File: src/rtl/multicycle_control_if.sv
// multicycle_control_if: control bundle between the multicycle control FSM and its datapath.
// Latency: none, wiring only.
// Backpressure: none; Hold is the only stall input and is driven by the datapath side.
interface multicycle_control_if;
  logic [5:0]  Opcode;
  logic [5:0]  Funct;
  logic        Hold;
  logic        PC_write;
  logic        Branch;
  logic        PC_src;
  logic        Reg_write;
  logic        Mem_to_reg;
  logic        Reg_dst;
  logic        IorD;
  logic        Mem_write;
  logic        IR_write;
  logic        ALU_src_a;
  logic [1:0]  ALU_src_b;
  logic [2:0]  ALU_control;
  logic [3:0]  State;
  logic        Illegal_op;
  logic        Instr_done;
  logic [31:0] Instr_count;

  // Controller side: reads the instruction fields, drives every control line.
  modport master (
    input  Opcode, Funct, Hold,
    output PC_write, Branch, PC_src, Reg_write, Mem_to_reg, Reg_dst, IorD,
           Mem_write, IR_write, ALU_src_a, ALU_src_b, ALU_control, State,
           Illegal_op, Instr_done, Instr_count
  );

  // Datapath side: supplies the instruction fields, consumes the controls.
  modport slave (
    output Opcode, Funct, Hold,
    input  PC_write, Branch, PC_src, Reg_write, Mem_to_reg, Reg_dst, IorD,
           Mem_write, IR_write, ALU_src_a, ALU_src_b, ALU_control, State,
           Illegal_op, Instr_done, Instr_count
  );
endinterface

File: src/rtl/multicycle_control.sv
// multicycle_control: Moore control FSM sequencing fetch/decode/execute/memory/writeback for the multicycle datapath.
// Latency: one state per Clock (lw 5, sw/R/I 4, beq 3, illegal 2 cycles); outputs decoded from State.
// Backpressure: Hold freezes State and forces write enables low. Macro CTRL_INSTR_COUNT_EN builds the Instr_count counter.
module multicycle_control #(
  parameter logic [2:0] ADD_CODE = 3'b010,
  parameter logic [2:0] SUB_CODE = 3'b110,
  parameter logic [2:0] AND_CODE = 3'b000,
  parameter logic [2:0] OR_CODE  = 3'b001,
  parameter logic [2:0] SLT_CODE = 3'b111
) (
  input logic Clock,
  input logic Reset,
  multicycle_control_if.master bus
);
  localparam logic [5:0] OP_RTYPE = 6'b000000;
  localparam logic [5:0] OP_LW    = 6'b100011;
  localparam logic [5:0] OP_SW    = 6'b101011;
  localparam logic [5:0] OP_BEQ   = 6'b000100;
  localparam logic [5:0] OP_ADDI  = 6'b001000;
  localparam logic [5:0] OP_ANDI  = 6'b001100;
  localparam logic [5:0] OP_ORI   = 6'b001101;
  localparam logic [5:0] FN_ADD   = 6'b100000;
  localparam logic [5:0] FN_SUB   = 6'b100010;
  localparam logic [5:0] FN_AND   = 6'b100100;
  localparam logic [5:0] FN_OR    = 6'b100101;
  localparam logic [5:0] FN_SLT   = 6'b101010;

  typedef enum logic [3:0] {
    IDLE = 4'd0, FETCH = 4'd1, DECODE = 4'd2, MEMADR = 4'd3, MEMRD = 4'd4,
    MEMWB = 4'd5, MEMWR = 4'd6, REX = 4'd7, RWB = 4'd8, BEQ = 4'd9,
    IEX = 4'd10, IWB = 4'd11
  } state_t;

  state_t     state, state_next;
  logic [5:0] op_lat;       // opcode captured in DECODE; later states use this copy
  logic       illegal;
  logic       set_illegal;
  logic       freeze;
  logic       funct_ok;
  logic [2:0] funct_alu;
  logic       pc_write, branch, pc_src, reg_write, mem_to_reg, reg_dst, iord;
  logic       mem_write, ir_write, alu_src_a, instr_done;
  logic [1:0] alu_src_b;
  logic [2:0] alu_control;

  // Hold has no effect in IDLE so the machine always leaves reset.
  assign freeze = bus.Hold && (state != IDLE);

  // Decode R-type funct into legality and ALU operation.
  always_comb begin
    funct_ok  = 1'b1;
    funct_alu = ADD_CODE;
    case (bus.Funct)
      FN_ADD:  funct_alu = ADD_CODE;
      FN_SUB:  funct_alu = SUB_CODE;
      FN_AND:  funct_alu = AND_CODE;
      FN_OR:   funct_alu = OR_CODE;
      FN_SLT:  funct_alu = SLT_CODE;
      default: funct_ok  = 1'b0;
    endcase
  end

  // Next-state selection and illegal-instruction detection.
  always_comb begin
    state_next  = state;
    set_illegal = 1'b0;
    case (state)
      IDLE:   state_next = FETCH;
      FETCH:  state_next = DECODE;
      DECODE: begin
        case (bus.Opcode)
          OP_RTYPE: begin
            if (funct_ok) begin
              state_next = REX;
            end else begin
              state_next  = FETCH;
              set_illegal = 1'b1;
            end
          end
          OP_LW, OP_SW:              state_next = MEMADR;
          OP_BEQ:                    state_next = BEQ;
          OP_ADDI, OP_ANDI, OP_ORI:  state_next = IEX;
          default: begin
            state_next  = FETCH;
            set_illegal = 1'b1;
          end
        endcase
      end
      MEMADR: state_next = (op_lat == OP_LW) ? MEMRD : MEMWR;
      MEMRD:  state_next = MEMWB;
      REX:    state_next = RWB;
      IEX:    state_next = IWB;
      // Last states of each instruction and unused codes 12-15 all restart at FETCH.
      default: state_next = FETCH;
    endcase
    if (freeze) begin
      state_next  = state;
      set_illegal = 1'b0;
    end
  end

  // State register, opcode capture and sticky illegal flag.
  always_ff @(posedge Clock or posedge Reset) begin
    if (Reset) begin
      state   <= IDLE;
      op_lat  <= 6'd0;
      illegal <= 1'b0;
    end else begin
      state <= state_next;
      if (state == DECODE) op_lat <= bus.Opcode;
      if (set_illegal) illegal <= 1'b1;
    end
  end

  // Moore output decode; anything not set for a state stays 0.
  always_comb begin
    pc_write    = 1'b0;
    branch      = 1'b0;
    pc_src      = 1'b0;
    reg_write   = 1'b0;
    mem_to_reg  = 1'b0;
    reg_dst     = 1'b0;
    iord        = 1'b0;
    mem_write   = 1'b0;
    ir_write    = 1'b0;
    alu_src_a   = 1'b0;
    alu_src_b   = 2'd0;
    alu_control = 3'd0;
    instr_done  = 1'b0;
    case (state)
      FETCH: begin
        ir_write    = 1'b1;
        alu_src_a   = 1'b1;
        alu_src_b   = 2'd1;
        alu_control = ADD_CODE;
        pc_write    = 1'b1;
      end
      DECODE: begin
        alu_src_a   = 1'b1;
        alu_src_b   = 2'd2;
        alu_control = ADD_CODE;
      end
      MEMADR: begin
        alu_src_b   = 2'd2;
        alu_control = ADD_CODE;
      end
      MEMRD: iord = 1'b1;
      MEMWB: begin
        reg_write  = 1'b1;
        mem_to_reg = 1'b1;
        instr_done = 1'b1;
      end
      MEMWR: begin
        iord       = 1'b1;
        mem_write  = 1'b1;
        instr_done = 1'b1;
      end
      REX: alu_control = funct_alu;
      RWB: begin
        reg_write  = 1'b1;
        reg_dst    = 1'b1;
        instr_done = 1'b1;
      end
      BEQ: begin
        alu_control = SUB_CODE;
        branch      = 1'b1;
        pc_src      = 1'b1;
        instr_done  = 1'b1;
      end
      IEX: begin
        case (op_lat)
          OP_ANDI: begin alu_src_b = 2'd3; alu_control = AND_CODE; end
          OP_ORI:  begin alu_src_b = 2'd3; alu_control = OR_CODE;  end
          default: begin alu_src_b = 2'd2; alu_control = ADD_CODE; end
        endcase
      end
      IWB: begin
        reg_write  = 1'b1;
        instr_done = 1'b1;
      end
      default: ;
    endcase
  end

  assign bus.PC_write    = pc_write   & ~freeze;
  assign bus.Branch      = branch     & ~freeze;
  assign bus.Reg_write   = reg_write  & ~freeze;
  assign bus.Mem_write   = mem_write  & ~freeze;
  assign bus.IR_write    = ir_write   & ~freeze;
  assign bus.Instr_done  = instr_done & ~freeze;
  assign bus.PC_src      = pc_src;
  assign bus.Mem_to_reg  = mem_to_reg;
  assign bus.Reg_dst     = reg_dst;
  assign bus.IorD        = iord;
  assign bus.ALU_src_a   = alu_src_a;
  assign bus.ALU_src_b   = alu_src_b;
  assign bus.ALU_control = alu_control;
  assign bus.State       = state;
  assign bus.Illegal_op  = illegal;

`ifdef CTRL_INSTR_COUNT_EN
  logic [31:0] instr_count;

  // Retired-instruction counter; wraps modulo 2^32, illegal instructions never pulse done.
  always_ff @(posedge Clock or posedge Reset) begin
    if (Reset) instr_count <= 32'd0;
    else if (instr_done & ~freeze) instr_count <= instr_count + 32'd1;
  end

  assign bus.Instr_count = instr_count;
`else
  assign bus.Instr_count = 32'd0;
`endif
endmodule
File: src/flat_wrapper.sv
// flat-port wrapper written by rule: the top's interface ports become plain ports
module multicycle_control_flat 
#(
  parameter logic [2:0] ADD_CODE = 3'b010,
  parameter logic [2:0] SUB_CODE = 3'b110,
  parameter logic [2:0] AND_CODE = 3'b000,
  parameter logic [2:0] OR_CODE  = 3'b001,
  parameter logic [2:0] SLT_CODE = 3'b111
)
  (Clock, Reset, bus_Opcode, bus_Funct, bus_Hold, bus_PC_write, bus_Branch, bus_PC_src, bus_Reg_write, bus_Mem_to_reg, bus_Reg_dst, bus_IorD, bus_Mem_write, bus_IR_write, bus_ALU_src_a, bus_ALU_src_b, bus_ALU_control, bus_State, bus_Illegal_op, bus_Instr_done, bus_Instr_count);
  multicycle_control_if bus_i ();
  input logic Clock;
  input logic Reset;
  input wire logic [$bits(bus_i.Opcode)-1:0] bus_Opcode;
  input wire logic [$bits(bus_i.Funct)-1:0] bus_Funct;
  input wire logic [$bits(bus_i.Hold)-1:0] bus_Hold;
  output wire logic [$bits(bus_i.PC_write)-1:0] bus_PC_write;
  output wire logic [$bits(bus_i.Branch)-1:0] bus_Branch;
  output wire logic [$bits(bus_i.PC_src)-1:0] bus_PC_src;
  output wire logic [$bits(bus_i.Reg_write)-1:0] bus_Reg_write;
  output wire logic [$bits(bus_i.Mem_to_reg)-1:0] bus_Mem_to_reg;
  output wire logic [$bits(bus_i.Reg_dst)-1:0] bus_Reg_dst;
  output wire logic [$bits(bus_i.IorD)-1:0] bus_IorD;
  output wire logic [$bits(bus_i.Mem_write)-1:0] bus_Mem_write;
  output wire logic [$bits(bus_i.IR_write)-1:0] bus_IR_write;
  output wire logic [$bits(bus_i.ALU_src_a)-1:0] bus_ALU_src_a;
  output wire logic [$bits(bus_i.ALU_src_b)-1:0] bus_ALU_src_b;
  output wire logic [$bits(bus_i.ALU_control)-1:0] bus_ALU_control;
  output wire logic [$bits(bus_i.State)-1:0] bus_State;
  output wire logic [$bits(bus_i.Illegal_op)-1:0] bus_Illegal_op;
  output wire logic [$bits(bus_i.Instr_done)-1:0] bus_Instr_done;
  output wire logic [$bits(bus_i.Instr_count)-1:0] bus_Instr_count;
  assign bus_i.Opcode = bus_Opcode;
  assign bus_i.Funct = bus_Funct;
  assign bus_i.Hold = bus_Hold;
  assign bus_PC_write = bus_i.PC_write;
  assign bus_Branch = bus_i.Branch;
  assign bus_PC_src = bus_i.PC_src;
  assign bus_Reg_write = bus_i.Reg_write;
  assign bus_Mem_to_reg = bus_i.Mem_to_reg;
  assign bus_Reg_dst = bus_i.Reg_dst;
  assign bus_IorD = bus_i.IorD;
  assign bus_Mem_write = bus_i.Mem_write;
  assign bus_IR_write = bus_i.IR_write;
  assign bus_ALU_src_a = bus_i.ALU_src_a;
  assign bus_ALU_src_b = bus_i.ALU_src_b;
  assign bus_ALU_control = bus_i.ALU_control;
  assign bus_State = bus_i.State;
  assign bus_Illegal_op = bus_i.Illegal_op;
  assign bus_Instr_done = bus_i.Instr_done;
  assign bus_Instr_count = bus_i.Instr_count;
  multicycle_control #(.ADD_CODE(ADD_CODE), .SUB_CODE(SUB_CODE), .AND_CODE(AND_CODE), .OR_CODE(OR_CODE), .SLT_CODE(SLT_CODE)) u_core (.Clock(Clock), .Reset(Reset), .bus(bus_i));
endmodule
File: config.mk
export PLATFORM = sky130hd
export DESIGN_NAME = multicycle_control_flat
export DESIGN_NICKNAME = d
export VERILOG_FILES = /design/src/rtl/multicycle_control_if.sv /design/src/rtl/multicycle_control.sv /design/src/flat_wrapper.sv
export SDC_FILE = /design/constraint.sdc
export NUM_CORES = 1
export LEC_CHECK = 0
export CAP_MARGIN = 30
export CORE_ASPECT_RATIO = 1.75
export CORE_MARGIN = 1.5
export CORE_UTILIZATION = 38
export DETAILED_ROUTE_END_ITERATION = 10
export PLACE_DENSITY = 0.79
export SLEW_MARGIN = 20
export SYNTH_ARGS = -nofsm -noshare
export SYNTH_HDL_FRONTEND = slang
export SYNTH_SLANG_ARGS = --single-unit
File: constraint.sdc
create_clock -name Clock -period 2.3 [get_ports Clock]
set_input_delay 0.69 -clock Clock [delete_from_list [all_inputs] [get_ports Clock]]
set_output_delay 0.69 -clock Clock [all_outputs]
set_load 0.01 [all_outputs]
======== Word level (Yosys, flattened, before mapping) ========
Cells that the tools add are included.
word-level totals
  bits in registers ....................... 11
  bits of input ports ..................... 15
  output and inout bits ................... 53
  word-level logic and storage cells ...... 71
cells by class
  eq/ne operators ......................... 25
  mux-type cells .......................... 23
  bitwise operators ....................... 6
  reduce and logical (&&, ||, !) cells .... 14
operator list
  cell                                                              number
  6-bit == test (second input constant)                             8
  6-bit by 4-bit == test with 1-bit output (second input constant)  5
  3-bit one-hot mux with 4 select lines                             2
  4-bit one-hot mux with 6 select lines                             1
  4-bit by 3-bit == test with 1-bit output (second input constant)  4
  4-bit == test (second input constant)                             4
  4-bit one-hot mux with 4 select lines                             1
  1-bit two-way mux                                                 14
  2-bit OR reduction                                                5
  5-bit OR reduction                                                2
  3-bit OR reduction                                                3
  4-bit by 2-bit == test with 1-bit output (second input constant)  2
  6-bit by 3-bit == test with 1-bit output (second input constant)  1
  6-bit zero test                                                   1
  2-bit one-hot mux with 3 select lines                             1
  6-bit OR reduction                                                1
  1-bit AND                                                         5
  4-bit by 1-bit == test with 1-bit output (second input constant)  1
  2-bit one-hot mux with 2 select lines                             1
  4-bit nonzero test                                                1
  3-bit two-way mux                                                 1
  2-bit two-way mux                                                 1
  1-bit one-hot mux with 2 select lines                             1
  1-bit logical AND                                                 1
  1-bit inverter                                                    1

======== Depth between registers and ports, before layout ========
  depth after elaboration ................. 7
  gate-level depth with buffers ........... 6
  gate-level depth less buffers ........... 5

======== Worst setup path before layout ========
Ideal clock, no wire load.
  kind .................................... input-to-output
  start ................................... input bus_Hold
  end ..................................... output bus_PC_write
  arrival time ............................ 1.551 ns
  required time ........................... 1.610 ns
  slack ................................... 0.059 ns
  stages on the path ...................... 3
  buffers on the path ..................... 2
  cells stage by stage .................... buf_2 -> nor4_1 -> buf_4
on the way
  word-level cells in the longest chain between the ends .. 3
RTL lines
  item               RTL line                  RTL
  start, declared    flat_wrapper.sv:16        input wire logic [$bits(bus_i.Hold)-1:0] bus_Hold;
  1-bit logical AND  multicycle_control.sv:47  assign freeze = bus.Hold && (state != IDLE);
  1-bit inverter     --
  1-bit AND          --
  end, declared      flat_wrapper.sv:17        output wire logic [$bits(bus_i.PC_write)-1:0] bus_PC_write;
No other way between the ends.

======== Worst setup path after layout ========
  start ................................... register u_core.state[3], in the netlist u_core.bus.State[3]
  end ..................................... output bus_Instr_done
on the way
  word-level cells in the longest chain between the ends .. 4
  elaborated cells between the ends (all ways) .. 11
  those cells by class .................... 5 x eq/ne; 1 x mux; 2 x bitwise; 3 x reduce/logical
RTL lines
  item                                                                      RTL line                                              RTL
  start, declared                                                           multicycle_control.sv:34                              state_t state, state_next;
  start signal, assigned                                                    multicycle_control.sv:109                             state <= state_next;
  4-bit by 3-bit == test with 1-bit output (tied with other cells)          multicycle_control.sv:130                             case (state)
  5-bit OR reduction (no line) / 1-bit logical AND (equally long branches)  --
  1-bit two-way mux / 1-bit inverter (equally long branches)                multicycle_control.sv:130, multicycle_control.sv:190
  1-bit AND (*)                                                             multicycle_control.sv:190                             assign bus.Instr_done = instr_done & ~freeze;
  end, declared                                                             flat_wrapper.sv:31                                    output wire logic [$bits(bus_i.Instr_done)-1:0] bus_Instr_done;
Every way passes the cells marked *; elsewhere a longest branch is shown, timed or not.

==> impl_metrics.csv <==
group,metric,value,unit
min_path,worstHoldStart,"u_core.bus.Illegal_op",
finish,postLayoutCellArea,1820,µm²
routing,wl_per_cell,13.5,µm
synthesis,syn_inst,150,
synthesis,netlist_top_cells_area,"dfrtp_1 (23%), buf_4 (22%), nor2_1 (5.7%)",
global_routing,grt_pass1_vias,1157,
synthesis,ys_types,45,
routing,vias,1267,
status,status,"finished with violations",
power,power_density,929,nW/µm²
sta,setup_ws,-0.0252,ns
die,io_pins,68,
global_routing,grt_pass1_wl,4970,µm
sta,rsz0062_at_grt,"true",
sta,timing_hold_violations_final,0,
sta,finalSetupTns,-0.0316,ns
synthesis,syn-mean-instance-area,7.87,µm²
power,p_comb_share,65.6,%
synthesis,ys.flop_type,"dfrtp_1",
sta,setup_viol,2,
worst_setup_path,arrival,1.64,ns
worst_setup_path,reg2reg_depth,8,
routing,wl_met3,181,µm
clock_tree,hold_buffers,0,
routing,drtIter0Drc,33,
worst_setup_path,reg2reg_from,"u_core.bus.State[2]",
global_routing,track_usage,19.1,%
power,fin_total_pwr,1.69,mW
sta,post-route-period-util,101,%
min_path,min_to,"u_core.bus.Illegal_op",
clock_tree,cts_buffers,3,
placed_design,place_inst,232,
min_path,hp-class,"reg -> reg",
clock_tree,clkTransAtPathRegs,0.05,ns
synthesis,ys_seq_area_share,23.3,%
synthesis,yosys.area.top_type,"dfrtp_1",
routing,route.detailed.drc,0,
clock_tree,clkLatencyLatePin,0.24,ns
routing,drt_pre_antenna_iters,4,
routing,drt-met1-wl,1100,µm
power,p_int,994,µW
power,irDropWorstVdd,0.000556,V
placed_design,io_buffer_count,35,
power,p_leak,0.911,nW
clock_tree,clockBufferDepth,2,
worst_setup_path,endpoint_kind,"output pin",
die,fp.dieH,76.8,µm
worst_setup_path,worstReg2RegEnd,"u_core.bus.State[1]",
sta,whs,0.470,ns
routing,routed_via_density,5.17,
finish,fin_util,62.3,%
power,swShare,41.3,%
placed_design,place_area,1610,µm²
synthesis,synth_seq_cells,11,
clock_tree,htreeDepth,1,
finish,fill_cells,255,
power,power_frac_clock,11.5,%
power,power_frac_seq,22.9,%
synthesis,synthArstFlopShare,100,%
synthesis,yosysWarnings,0,
synthesis,synth_edf_count,0,
job,cap_violations,0,
placed_design,dp_hpwl,2290,µm
synthesis,syn_area,1180,µm²
worst_setup_path,critPathLaunchType,"flop",
routing,wl_met2,1920,µm
synthesis,synth_top_area_share,23.3,%
clock_tree,cts_tree,"done",
worst_setup_path,setup.worst_path.class,"reg -> out",
die,dieArea,3460,µm²
finish,layoutNonFillerInstCount,245,
min_path,holdPathStages,1,
clock_tree,cts.sink_count,11,
sta,fin_skew,0.00736,ns
sta,fmax,430,MHz
power,switching_power,700,µW
global_routing,grt_max_degree,15,
worst_setup_path,worstPathMaxFanout,4,
routing,wirelength,3300,µm
worst_setup_path,crit_required,1.61,ns
die,start_util,40.3,%
die,rows,26,
sta,slew_violations,0,
routing,highest_layer,"met4",
global_routing,overflow,0,
die,core_area,2930,µm²
clock_tree,cts-root-buf,"clkbuf_8",
status,violations,"setup timing",
finish,final_nets,233,
finish,num_antenna_cells,0,
finish,drive_gt1_share,39.2,%
finish,syn2layout_area_growth,54.4,%
global_routing,antenna_found_initial,0,
placed_design,place_congestion,0.854,
worst_setup_path,rrSetupSlack,0.64,ns
sta,period_minus_slack,2.33,ns
die,die_w,45.1,µm
routing,antenna_left,0,
placed_design,post-place-ws,-0.820,ns
## final cells by class
type | count | area (µm²) | area share, %
Multi-Input combinational cell | 123 | 831 | 45.5
Timing Repair Buffer | 71 | 606 | 33.2
Sequential cell | 11 | 278 | 15.2
Clock buffer | 4 | 45.0 | 2.47
Tap cell | 28 | 35.0 | 1.92
Inverter | 8 | 30.0 | 1.65
## per-layer routing
| metal | vias to the layer above | track usage (%) |
|---|---|---|
| met2 | 58 | 35.4 |
| met5 | - | 0 |
| li1 | 600 | - |
| met1 | 600 | 17.7 |
| met3 | 9 | 2.35 |
| met4 | 0 | 12.1 |
## kinds of logic (layout without fill, tap and decap cells)
family	count (synthesis)	in the layout	share of synthesized area, %
muxes	7	7	6.57
other	1	32	0.317
DFF	11	11	23.3
AOI/OAI and AO/OA	29	29	17.9
xor gates and xnor gates	1	1	0.742
and+or+nand+nor	54	54	25.1
buffers and inverters	47	83	26.1
## how the worst max path moves through the flow
| stage | startpoint | endpoint | slack (ns) | depth (start not counted) |
|---|---|---|---|---|
| floorplan | bus_Hold | bus_PC_write | 0.06 | 3 |
| global placement | bus_Funct[5] | bus_ALU_control[1] | -0.77 | 7 |
| detailed placement | bus_Funct[5] | bus_ALU_control[1] | -0.82 | 7 |
| CTS | u_core.bus.State[3] | bus_Instr_done | -0.002 | 7 |
| global route | u_core.bus.State[3] | bus_Instr_done | -0.08 | 7 |
| finish | u_core.bus.State[3] | bus_Instr_done | -0.03 | 7 |
## registers in the layout (all words and copies together), names as in the netlist
signal                 cells
u_core.op_lat              6
u_core.bus.Illegal_op      1
u_core.bus.State           4
## cells in the final DEF (no fill, tap or decap), types with 4 or more instances in the layout
cell             Yosys  layout
nand2_1              7       7
buf_6                0       5
dlygate4sd2_1        0       9
dfrtp_1             11       9
conb_1               1      32
mux2_2               6       6
a21oi_1              5       4
inv_1                7       5
buf_4               34      35
and4b_1              4       4
clkdlybuf4s50_1      0      12
nor2_1              18      16
nor3_1               8       5
## cells in the mapped netlist, types with 2 or more instances
cell type	n
inv_1	7
and4b_1	4
nand3_1	2
nor2b_1	3
o21ai_0	3
mux2_2	6
a21oi_1	5
a31oi_1	3
nand2b_1	3
nor2_1	18
nand2_1	7
o22ai_1	3
o221ai_1	2
nor3_1	8
buf_2	3
buf_4	34
dfrtp_1	11
## critical path, stage by stage (launching register included)
cell      delay, ns
dfrtp_1        0.39
buf_4          0.15
nand2b_4       0.09
mux2i_2        0.08
a21oi_2        0.17
nor2_2         0.07
or3_1          0.30
buf_2          0.14
## power by group through the flow
stage | Clock [mW] | Sequential, mW | Combinational, mW
floorplan | 0 | 0.360 | 0.589
global placement | 0 | 0.366 | 1.05
detailed placement | 0 | 0.371 | 1.06
CTS | 0.199 | 0.379 | 1.07
global route | 0.212 | 0.400 | 1.20
finish | 0.195 | 0.388 | 1.11
## what timing repair did
action / CTS / global route
gates resized for setup: 67 / 18
setup buffers: 8 / 1
setup endpoints to repair: 15 / 8
pin swaps: 9 / 11
gates cloned: 0 / 0
No activity file was read; power rests on OpenSTA's default activity.
